### src/rtl/ntt_ctrl_if.sv
// ntt_ctrl_if: handshake and RAM/twiddle address bundle between the NTT sequencer and its environment.
//   start_i, mode_i        : start request and transform select (1 = forward CT, 0 = inverse GS)
//   busy_o, done_o, ct_o   : operation status and butterfly CT/GS select
//   rd_en_o, rd_addr_*_o   : coefficient read strobe and even/odd read addresses
//   tw_idx_o               : twiddle ROM index aligned with rd_en_o
//   wr_en_o, wr_addr_*_o   : in-place write strobe and even/odd write addresses
//   master drives start_i/mode_i, slave (the sequencer) drives everything else.
interface ntt_ctrl_if;
    logic       start_i;
    logic       mode_i;
    logic       busy_o;
    logic       done_o;
    logic       ct_o;
    logic       rd_en_o;
    logic [7:0] rd_addr_a_o;
    logic [7:0] rd_addr_b_o;
    logic [7:0] tw_idx_o;
    logic       wr_en_o;
    logic [7:0] wr_addr_a_o;
    logic [7:0] wr_addr_b_o;
    modport master (
        output start_i, mode_i,
        input  busy_o, done_o, ct_o, rd_en_o, rd_addr_a_o, rd_addr_b_o, tw_idx_o,
               wr_en_o, wr_addr_a_o, wr_addr_b_o
    );
    modport slave (
        input  start_i, mode_i,
        output busy_o, done_o, ct_o, rd_en_o, rd_addr_a_o, rd_addr_b_o, tw_idx_o,
               wr_en_o, wr_addr_a_o, wr_addr_b_o
    );
endinterface

### src/rtl/ntt_ctrl.sv
// ntt_ctrl: sequences a 256-point Dilithium NTT (forward CT) or inverse NTT (GS) over the butterfly unit.
//   clk_i : clock
//   rst_i : synchronous active-high reset, aborts any operation
//   bus   : ntt_ctrl_if.slave -- start/mode in; busy, done, CT select, read addresses,
//           twiddle index and PIPE_LAT-delayed in-place write addresses out.
module ntt_ctrl #(
    parameter int PIPE_LAT = 1
) (
    input logic       clk_i,
    input logic       rst_i,
    ntt_ctrl_if.slave bus
);
    typedef enum logic [1:0] {IDLE, RUN, DRAIN, DONE} state_t;
    state_t                     state;
    logic                       mode;
    logic [2:0]                 s;
    logic [6:0]                 bf;
    logic [1:0]                 dcnt;
    logic                       last;
    logic                       go;
    logic                       nxt_mode;
    logic [2:0]                 nxt_s;
    logic [6:0]                 nxt_bf;
    logic [2:0]                 lg;
    logic [7:0]                 len;
    logic [7:0]                 mask;
    logic [7:0]                 g;
    logic [7:0]                 j;
    logic [7:0]                 tw;
    logic [8:0]                 inv_base;
    logic [PIPE_LAT-1:0][16:0]  dl;
    // Addresses are computed for the butterfly that will be presented next cycle,
    // so the read-side outputs can be registered and line up with rd_en_o.
    always_comb begin
        last     = dcnt == 2'(PIPE_LAT - 1);
        go       = state == IDLE  ? bus.start_i :
                   state == RUN   ? bf != 7'd127 :
                   state == DRAIN ? last && s != 3'd7 : 1'b0;
        nxt_mode = state == IDLE ? bus.mode_i : mode;
        nxt_s    = state == IDLE ? 3'd0 : state == DRAIN && s != 3'd7 ? s + 3'd1 : s;
        nxt_bf   = state == RUN ? bf + 7'd1 : 7'd0;
        lg       = nxt_mode ? 3'd7 - nxt_s : nxt_s;
        len      = 8'd1 << lg;
        mask     = len - 8'd1;
        g        = {1'b0, nxt_bf} >> lg;
        // j = 2*len*g + o: keep the low lg bits, shift the group bits up by one
        j        = (({1'b0, nxt_bf} & ~mask) << 1) | ({1'b0, nxt_bf} & mask);
        inv_base = 9'd256 >> nxt_s;
        tw       = nxt_mode ? (8'd1 << nxt_s) + g : 8'(inv_base - 9'd1 - {1'b0, g});
    end
    always_ff @(posedge clk_i) begin
        if (rst_i) begin
            state           <= IDLE;
            mode            <= 1'b0;
            s               <= 3'd0;
            bf              <= 7'd0;
            dcnt            <= 2'd0;
            bus.busy_o      <= 1'b0;
            bus.done_o      <= 1'b0;
            bus.ct_o        <= 1'b0;
            bus.rd_en_o     <= 1'b0;
            bus.rd_addr_a_o <= 8'd0;
            bus.rd_addr_b_o <= 8'd0;
            bus.tw_idx_o    <= 8'd0;
        end else begin
            bus.rd_en_o <= go;
            if (go) begin
                bus.rd_addr_a_o <= j;
                bus.rd_addr_b_o <= j + len;
                bus.tw_idx_o    <= tw;
            end
            case (state)
                IDLE: if (bus.start_i) begin
                    state      <= RUN;
                    mode       <= bus.mode_i;
                    bus.ct_o   <= bus.mode_i;
                    s          <= 3'd0;
                    bf         <= 7'd0;
                    bus.busy_o <= 1'b1;
                end
                RUN: if (bf == 7'd127) begin
                    state <= DRAIN;
                    dcnt  <= 2'd0;
                end else begin
                    bf <= bf + 7'd1;
                end
                DRAIN: if (!last) begin
                    dcnt <= dcnt + 2'd1;
                end else if (s == 3'd7) begin
                    state      <= DONE;
                    bus.done_o <= 1'b1;
                end else begin
                    state <= RUN;
                    s     <= s + 3'd1;
                    bf    <= 7'd0;
                end
                DONE: begin
                    state      <= IDLE;
                    bus.done_o <= 1'b0;
                    bus.busy_o <= 1'b0;
                end
            endcase
        end
    end
    // Write-back delay line: {valid, addr_a, addr_b} trails the read side by PIPE_LAT cycles
    always_ff @(posedge clk_i) begin
        if (rst_i) begin
            dl <= '0;
        end else begin
            dl[0] <= {bus.rd_en_o, bus.rd_addr_a_o, bus.rd_addr_b_o};
            for (int i = 1; i < PIPE_LAT; i++) dl[i] <= dl[i-1];
        end
    end
    assign bus.wr_en_o     = dl[PIPE_LAT-1][16];
    assign bus.wr_addr_a_o = dl[PIPE_LAT-1][15:8];
    assign bus.wr_addr_b_o = dl[PIPE_LAT-1][7:0];
endmodule

### src/flat_wrapper.sv
// flat-port wrapper written by rule: the top's interface ports become plain ports
module ntt_ctrl_flat 
#(
    parameter int PIPE_LAT = 1
)
  (clk_i, rst_i, bus_start_i, bus_mode_i, bus_busy_o, bus_done_o, bus_ct_o, bus_rd_en_o, bus_rd_addr_a_o, bus_rd_addr_b_o, bus_tw_idx_o, bus_wr_en_o, bus_wr_addr_a_o, bus_wr_addr_b_o);
  ntt_ctrl_if bus_i ();
  input logic clk_i;
  input logic rst_i;
  input wire logic [$bits(bus_i.start_i)-1:0] bus_start_i;
  input wire logic [$bits(bus_i.mode_i)-1:0] bus_mode_i;
  output wire logic [$bits(bus_i.busy_o)-1:0] bus_busy_o;
  output wire logic [$bits(bus_i.done_o)-1:0] bus_done_o;
  output wire logic [$bits(bus_i.ct_o)-1:0] bus_ct_o;
  output wire logic [$bits(bus_i.rd_en_o)-1:0] bus_rd_en_o;
  output wire logic [$bits(bus_i.rd_addr_a_o)-1:0] bus_rd_addr_a_o;
  output wire logic [$bits(bus_i.rd_addr_b_o)-1:0] bus_rd_addr_b_o;
  output wire logic [$bits(bus_i.tw_idx_o)-1:0] bus_tw_idx_o;
  output wire logic [$bits(bus_i.wr_en_o)-1:0] bus_wr_en_o;
  output wire logic [$bits(bus_i.wr_addr_a_o)-1:0] bus_wr_addr_a_o;
  output wire logic [$bits(bus_i.wr_addr_b_o)-1:0] bus_wr_addr_b_o;
  assign bus_i.start_i = bus_start_i;
  assign bus_i.mode_i = bus_mode_i;
  assign bus_busy_o = bus_i.busy_o;
  assign bus_done_o = bus_i.done_o;
  assign bus_ct_o = bus_i.ct_o;
  assign bus_rd_en_o = bus_i.rd_en_o;
  assign bus_rd_addr_a_o = bus_i.rd_addr_a_o;
  assign bus_rd_addr_b_o = bus_i.rd_addr_b_o;
  assign bus_tw_idx_o = bus_i.tw_idx_o;
  assign bus_wr_en_o = bus_i.wr_en_o;
  assign bus_wr_addr_a_o = bus_i.wr_addr_a_o;
  assign bus_wr_addr_b_o = bus_i.wr_addr_b_o;
  ntt_ctrl #(.PIPE_LAT(PIPE_LAT)) u_core (.clk_i(clk_i), .rst_i(rst_i), .bus(bus_i));
endmodule
### config.mk
export PLATFORM = sky130hd
export DESIGN_NAME = ntt_ctrl_flat
export DESIGN_NICKNAME = d
export VERILOG_FILES = /design/src/rtl/ntt_ctrl_if.sv /design/src/rtl/ntt_ctrl.sv /design/src/flat_wrapper.sv
export SDC_FILE = /design/constraint.sdc
export NUM_CORES = 1
export LEC_CHECK = 0
export BUFFER_PORTS_ARGS = -buffer_cell sky130_fd_sc_hd__buf_2
export CORE_UTILIZATION = 30
export DETAILED_ROUTE_END_ITERATION = 16
export PLACE_DENSITY_LB_ADDON = 0.05
export SYNTH_ARGS = -nofsm -noshare
export SYNTH_HDL_FRONTEND = slang
export SYNTH_SLANG_ARGS = --single-unit
### constraint.sdc
create_clock -name clk_i -period 7.7 [get_ports clk_i]
set_input_delay 0.385 -clock clk_i [delete_from_list [all_inputs] [get_ports clk_i]]
set_output_delay 0.385 -clock clk_i [all_outputs]
set_load 0.03 [all_outputs]
Yosys cells after proc, flatten, opt, wreduce, memory -nomap -nowiden
Cells that the tools add are included.

storage, ports and cells
  word-level logic and storage cells = 90
  output and inout bits = 45
  bits in registers = 59
  input port bits = 4

operators by class
  $add $sub $neg = 9
  shifts and indexed selects = 4
  bitwise logic cells = 4
  mux-type cells = 31
  reductions and logical operators = 16
  equal/unequal tests = 14

operators by type and width
  kind                   count
  $mux W7                5
  $pmux W7 S3            1
  $mux W3                6
  $add A8 B8 Y8          2
  $shl A1 B3 Y8 const A  2
  $sub A8 B1 Y8 const B  2
  $mux W2                6
  $ne A2 B2 Y1 const B   6
  $reduce_and A3 Y1      3
  $shr A9 B3 Y8 const A  1
  $and A7 B8 Y8          1
  $mux W8                1
  $or A8 B8 Y8           1
  $pmux W2 S4            1
  $reduce_bool A2 Y1     4
  $shr A7 B3 Y8          1
  $sub A8 B8 Y8          1
  $add A7 B1 Y7 const B  1
  $and A7 B7 Y7          1
  $eq A7 B7 Y1 const B   1
  $mux W1                7
  $ne A7 B7 Y1 const B   1
  $not A7 Y7             1
  $pmux W3 S2            1
  other kinds (16)       21

Longest topological paths before layout
Gate-level depths: netlist of the first run.

  depth after elaboration = 12
  gate-level depth with buffers = 21

Worst setup path after synthesis of the first run
OpenSTA, ideal clock, no wires.

  kind = flip-flop to flip-flop
  start = register u_core.s[1]
  end = register u_core.bus.rd_addr_b_o[6]
  cell stages (with the launch flop) = 20
  buffers on the path = 1
  required time = 7.629 ns
  setup slack = 3.540 ns
  arrival time = 4.090 ns
  path through = dfxtp_1 -> ha_1 -> ha_1 -> buf_2 -> o311ai_2 -> nor3_1 -> or2_2 -> nand2_1 -> ha_1 -> inv_1 -> xnor2_1 -> o2bb2ai_1 -> ha_1 -> nor2b_1 -> o21ai_0 -> a21oi_1 -> o21a_1 -> o21ai_0 -> or3b_2 -> a21oi_1

between the ends
  longest elaborated chain between the ends = 12

ends and longest elaborated chain
  item                                                   line               RTL
  from (decl)                                            ntt_ctrl.sv:16     logic [2:0] s;
  from (signal assigned)                                 ntt_ctrl.sv:94     s <= s + 3'd1;
  branches (longest 2 deep; another with $add A3 B1 Y3)  --
  $mux W3 * (2 in series)                                ntt_ctrl.sv:40     nxt_s = state == IDLE ? 3'd0 : state == DRAIN && s != 3'd7 ? s + 3'd1 : s;
  $sub A3 B3 Y3                                          ntt_ctrl.sv:42     lg = nxt_mode ? 3'd7 - nxt_s : nxt_s;
  $mux W3 *                                              ntt_ctrl.sv:42
  $shl A1 B3 Y8 *                                        ntt_ctrl.sv:43     len = 8'd1 << lg;
  $sub A8 B1 Y8 *                                        ntt_ctrl.sv:44     mask = len - 8'd1;
  $not A7 Y7                                             ntt_ctrl.sv:47     j = (({1'b0, nxt_bf} & ~mask) << 1) | ({1'b0, nxt_bf} & mask);
  $and A7 B7 Y7                                          ntt_ctrl.sv:47
  $or A8 B8 Y8 *                                         ntt_ctrl.sv:47
  named net u_core.j[2]                                  ntt_ctrl.sv:28     logic [7:0] j;
  $add A8 B8 Y8 *                                        ntt_ctrl.sv:69     bus.rd_addr_b_o <= j + len;
  to (signal assigned)                                   ntt_ctrl.sv:69
  to (decl)                                              ntt_ctrl_if.sv:28  output busy_o, done_o, ct_o, rd_en_o, rd_addr_a_o, rd_addr_b_o, tw_idx_o,

Mark *: on every way through the listed nets, which the timed path passes.
A chain may end at the register's enable or synchronous reset.

Worst setup path after layout of the first run
  start = register u_core.s[0]
  end = register u_core.bus.rd_addr_b_o[6]

The elaborated chain is that of the path after synthesis.

==> impl_results.md, run 1 <==
* Clock sinks at 59
* Hold buffer count at CTS at 0
* Htree depth at 3
* Worst hold margin at 317 ps
* Vias in the first global route at 3212
* Synth warn at 0
* Cts repair resizes at 0
* Post-route cell area at 0.00444 mm2
* Vias per cell at 4.97
* Fin nets at 543
* Area delta synth->final at 16.8%
* Worst vdd ir at 0.0000988 V
* Max-slew violation count at 0
* Data required, critical path at 7970 ps
* Pre-CTS setup slack at 2850 ps
* Fraction of registers with async set/reset at 0%
* Slew headroom at 30.1%
* Final min period at 4910 ps
* Postcts setup bufs at 0
* Netlist Area Pre-Place at 0.00380 mm2
* Slew @ Worst Pin at 1040 ps
* Initial antenna violation count at 0
* RSZ-0062 raised after global routing: no
* Seq/Total Area, Yosys at 31.1%
* DRT iter0 DRCs at 235
* Post-DP Area at 0.00414 mm2
* Number of placed I/O pins at 49
* Routed wire per std cell at 15.0 um
* Hold WC Path Type: in -> reg
* Die width at 115 um
* Via Count at 3404
* Synth unique cells at 70
* Setup crit end kind: register
* DPL Wire Length at 7.43 mm
* Syn nets at 509
* Max Root-Sink Buffers at 2
* Setup Skew at 6.98 ps
* Most used DFF post-synth: dfxtp_1
* Worst r2r src: u_core.s[0]
* Clock Pin Slew Worst Setup and Hold Paths at 60 ps
* Worst-Skew Late Latency at 340 ps
* Reg2reg setup slack at 2790 ps
* # rows at 40
* Port-buffer cells at 48
* Initial Util at 31.3%
* Crit path max fanout at 14
* Hold Vio Cnt, Final at 0
* Setup crit start kind: register
* CTS buffer count at 9
* GPL Wtd Cong at 0.780
* Post-Syn Instances at 478
* #FFs+latches synth at 59
* Reg2Reg Depth at 19
* GRT Util Overall at 17.0%
* Max Cap Viol at 0
* Leak at 0.00192 uW
* Final core occ at 36.5%
* Ant. Diodes at 0
* Die Area at 0.0131 mm2
* DRC Markers at 0
* Worst EP arrival at 5180 ps
* Critical Path Sink: u_core.bus.rd_addr_b_o[6]
* CTS root buf: clkbuf_16
* Max Freq at 0.204 GHz
* Reg-to-Reg End: u_core.bus.rd_addr_b_o[6]
* Die H at 115 um
* Core footprint at 0.0122 mm2
* Total gr overflow at 0
* Largest net degree at the start of global routing at 55
* Mapped Avg Cell Area at 7.95 um2
* Post-synth EDFFs at 0
* Pwr/cell area at 201 mW/mm2
* Worst Setup SP: u_core.s[0]
* Status: completed
* CTS tree: done
* Remaining antenna violation count after routing at 0
* Fraction of layout cells with a size suffix above 1 at 16.6%
* First-pass GRT wire length at 16.8 mm
* Final Setup Violations at 0
* Slack of the critical path at 2790 ps
* Final WL at 10.3 mm
* Final period utilization at 63.8%
* Sum Neg Setup Slack at 0 ps
* TritonRoute pass-1 iters at 4
* Critical path type: reg -> reg
## area by class of cell
class | instances | area (um2)
Clock buffer | 10 | 239
Clock inverter | 6 | 65.1
Fill cell | 1328 | 7720
Inverter | 19 | 71.3
Multi-Input combinational cell | 372 | 2410
Sequential cell | 59 | 1180
Tap cell | 168 | 210
Timing Repair Buffer | 51 | 263
## layout by cell type (no fill, tap or decap), types with 3 or more instances in the layout
master and instances:
o22ai_1 3, and2_1 6, buf_2 48, xnor2_1 14
a31oi_1 3, inv_1 19, nand2_1 54, buf_4 3
a21oi_1 39, nor2b_1 23, fa_1 3, ha_1 24
o21ai_0 18, dfxtp_1 59, o21a_1 10, a21o_1 10
o211ai_1 3, xor2_1 6, clkbuf_16 9, nor3_1 14
mux2i_1 6, o21ai_1 3, a311oi_1 3, nor2_1 48
nand3_1 19, nand2b_1 5, or2_2 5, o21bai_1 3
a211oi_1 5
## state kept, by name, summed over array words and instances (netlist names)
| signal | flops |
|---|---|
| u_core.bus.busy_o | 1 |
| u_core.bus.rd_addr_b_o | 8 |
| u_core.bus.rd_addr_a_o | 8 |
| u_core.bus.rd_en_o | 1 |
| u_core.dl | 17 |
| u_core.dcnt | 2 |
| u_core.s | 3 |
| u_core.bus.tw_idx_o | 8 |
| u_core.bus.done_o | 1 |
| u_core.bf | 7 |
| u_core.bus.ct_o | 1 |
| u_core.state | 2 |
## per-stage QoR
step           power (uW)  cells
3_5_place_dp          494    669
6_report              895    685
5_1_grt               936    685
2_1_floorplan         455    478
3_3_place_gp          494    669
4_1_cts               911    685
## logic make-up after synthesis
family / Yosys count / share of synthesized area [%]
fa+ha+maj: 27 / 9.48
buf+inv: 47 / 5.56
other cells: 1 / 0.0987
xor+xnor: 20 / 4.61
simple gates: 188 / 23.6
mux: 9 / 2.93
compound gates: 127 / 22.7
flops: 59 / 31.1
## power by group
group	leakage (uW)	internal, uW	switching, uW	total (uW)
sequential	0.000482	324	11.3	335
clock	0.000148	259	151	409
combinational	0.00129	47.1	103	150
## worst min path at each step
| stage | slack, ps | startpoint | end | cells after the start |
|---|---|---|---|---|
| floorplan | 460 | u_core.dcnt[1] | u_core.dcnt[1] | 2 |
| global placement | 440 | u_core.bus.rd_en_o | u_core.dl[16] | 1 |
| detailed placement | 450 | u_core.bus.rd_en_o | u_core.dl[16] | 1 |
| CTS | 310 | bus_mode_i | u_core.bus.ct_o | 3 |
| global route | 320 | bus_mode_i | u_core.bus.ct_o | 3 |
| finish | 320 | bus_mode_i | u_core.bus.ct_o | 3 |
## Yosys cell counts (all sizes together), types with 3 or more instances
master | number | area, um2
clkbuf | 17 | 65.1
a311oi | 3 | 26.3
a21oi | 40 | 204
nand3 | 19 | 95.1
inv | 19 | 71.3
xor2 | 6 | 52.6
buf | 11 | 75.1
a31oi | 3 | 18.8
mux2i | 7 | 73.8
xnor2 | 14 | 123
nand2b | 5 | 31.3
ha | 24 | 300
nor3 | 14 | 70.1
and2 | 6 | 37.5
o21bai | 3 | 22.5
o211ai | 3 | 22.5
nand2 | 54 | 203
nor2 | 50 | 190
fa | 3 | 60.1
or2 | 7 | 43.8
o21ai | 21 | 105
o22ai | 3 | 18.8
a211oi | 5 | 37.5
dfxtp | 59 | 1180
a21o | 10 | 75.1
o21a | 10 | 75.1
nor2b | 23 | 144
## per-layer routing
layer  vias up  routed length, um  GRT usage, %
li1       1743                  -             -
met1      1580               4880          21.8
met2        71               4740          27.1
met3        10                444          4.45
met4         0                195          6.58
met5         -                  0             0
## critical path: stages (launching register included)
cell       delay [ps]
dfxtp_1           480
ha_1              200
ha_1              440
nand4bb_1         250
and3_1            370
nor3_1            120
or2_2             340
nand2_1           120
ha_1              270
inv_1             130
xnor2_1           160
o2bb2ai_1         230
ha_1              320
nor2b_1           140
o21ai_0           200
a21oi_1           120
o21a_1            190
o21ai_0           130
or3b_2            460
a21oi_1           140
(Power assumes the default switching activity.)
==> run 2, diff against run 1 <==
==> constraint.sdc (replaced) <==
create_clock -name clk_i -period 4.7 [get_ports clk_i]
set_input_delay 0.235 -clock clk_i [delete_from_list [all_inputs] [get_ports clk_i]]
set_output_delay 0.235 -clock clk_i [all_outputs]
set_load 0.03 [all_outputs]
==> run 2 against run 1 <==
Compared with the run above:
- non-clock buffer count grew 20
- maximum frequency grew 14%
- sequential share of layout area shrank 1.0 points
- combinational power grew 78%
- critical path type unchanged
- critical endpoint unchanged
==> impl_results.md, run 2 (synthesis results as in run 1) <==
* GPL Wtd Cong at 0.833
* Hold WC Path Type: in -> reg
* Vias in the first global route at 3433
* Core footprint at 0.0122 mm2
* Final WL at 10.6 mm
* Max-slew violation count at 0
* Total gr overflow at 0
* Int Pwr at 1100 uW
* Most frequent cells in the layout: dfxtp_1, nand2_1, nor2_1, buf_2, a21oi_1
* Sequential Power Share at 35.7%
* Setup crit start kind: register
* Critical path type: reg -> reg
* Status: completed
* Top reg by flops: u_core.dl
* Vias per cell at 5.00
* TritonRoute pass-1 iters at 4
* Crit path max fanout at 9
* Max Root-Sink Buffers at 2
* Switching Share at 28.5%
* Worst EP arrival at 4580 ps
* First-pass GRT wire length at 17.3 mm
* Die width at 115 um
* Slew headroom at 56.9%
* Fin nets at 563
* Clock sinks at 59
* Postcts setup bufs at 0
* Worst-Skew Late Latency at 340 ps
* Final min period at 4320 ps
* Area delta synth->final at 21.6%
* Max Freq at 0.231 GHz
* Largest net degree at the start of global routing at 55
* CTS buffer count at 9
* Setup Skew at 7.39 ps
* # rows at 40
* Setup crit end kind: register
* Via Count at 3517
* Remaining antenna violation count after routing at 0
* GRT Util Overall at 17.4%
* Fin cells at 704
* Die Area at 0.0131 mm2
* Pwr/cell area at 332 mW/mm2
* DRT iter0 DRCs at 156
* Clk pwr share at 46.9%
* Ant. Diodes at 0
* Number of flip-flops under the largest register name at 17
* DPL Wire Length at 7.91 mm
* Clock Pin Slew Worst Setup and Hold Paths at 60 ps
* CTS tree: done
* Hold buffer count at CTS at 0
* Final Setup Violations at 0
* Max Cap Viol at 0
* Fraction of layout cells with a size suffix above 1 at 20.0%
* RSZ-0062 raised after global routing: no
* Final period utilization at 91.9%
* Slew @ Worst Pin at 646 ps
* Sum Neg Setup Slack at 0 ps
* Routed wire per std cell at 15.1 um
* Leading cell type in the layout, fill and taps excluded: dfxtp_1
* Worst vdd ir at 0.000159 V
* Min-Delay Startpoint: bus_mode_i
* Port-buffer cells at 48
* NetSw at 438 uW
* Initial Util at 31.3%
* Initial antenna violation count at 0
* Worst r2r src: u_core.s[0]
* DRC Markers at 0
* CTS root buf: clkbuf_16
* Data required, critical path at 4960 ps
* Number of placed I/O pins at 49
* Leak at 0.00202 uW
* Placed cell count at 689
* Htree depth at 3
* Comb pwr share at 17.4%
* Die H at 115 um
* Worst Setup SP: u_core.s[0]
* Hold Vio Cnt, Final at 0
* Cts repair resizes at 0
==> run 2: changes by cell type in the layout (fill, tap and decap cells not counted), sizes merged <==
cell and change:
clkbuf +1, bufinv +1, clkinv -4, buf +20, clkinvlp +1
==> run 2: through the flow <==
stage	power, uW	utilization (%)	area, um2	setup slack, ps	hold slack, ps
after floorplan	745	-	3800	540	371
after global placement	825	35.2	4290	417	448
after detailed placement	826	35.2	4290	310	453
after CTS	1560	37.9	4600	286	150
after global routing	1600	38.0	4620	23.4	164
final	1530	38.0	4620	378	158
==> run 2: power by group through the flow <==
stage          clock, uW  sequential [uW]  combinational [uW]
2_1_floorplan          0              611                 133
3_3_place_gp           0              558                 267
3_5_place_dp           0              559                 267
4_1_cts              742              548                 268
5_1_grt              762              552                 291
6_report             719              548                 267
==> run 2: path summary, 6_finish.rpt <==
| path | cells after the start | slack [ps] | to |
|---|---|---|---|
| min reg2reg | 2 | 450 | u_core.bus.tw_idx_o[2] |
| min | 3 | 160 | u_core.bus.ct_o |
| max reg2reg | 19 | 380 | u_core.bus.rd_addr_b_o[6] |
| max | 19 | 380 | u_core.bus.rd_addr_b_o[6] |
==> run 2: layout make-up <==
type / instances / area (um2)
clock buffers: 11 / 243
clock inverters: 4 / 75.1
fillers: 1294 / 7540
inverters: 19 / 71.3
multi-input cells: 372 / 2430
flip-flops and latches: 59 / 1180
well taps: 168 / 210
repair buffers: 71 / 413
==> run 2: layer usage <==
layer	up-vias	track usage, %	wire length (um)
met4	0	7.71	259
met3	20	3.97	468
met1	1642	21.7	5010
li1	1784	-	-
met2	71	28.4	4890
met5	-	0	0
==> run 2: critical path, cell delays in order, from the launching register on <==
cell	delay, ps
dfxtp_1	480
ha_1	200
ha_1	260
nand4bb_1	220
and3_1	250
nor3_2	70
or2_2	310
nand2_1	110
ha_1	170
inv_1	90
xnor2_1	210
o2bb2ai_1	130
ha_1	340
nor2b_1	150
o21ai_0	220
a21oi_1	120
o21a_1	180
o21ai_0	120
or3b_2	450
a21oi_1	150
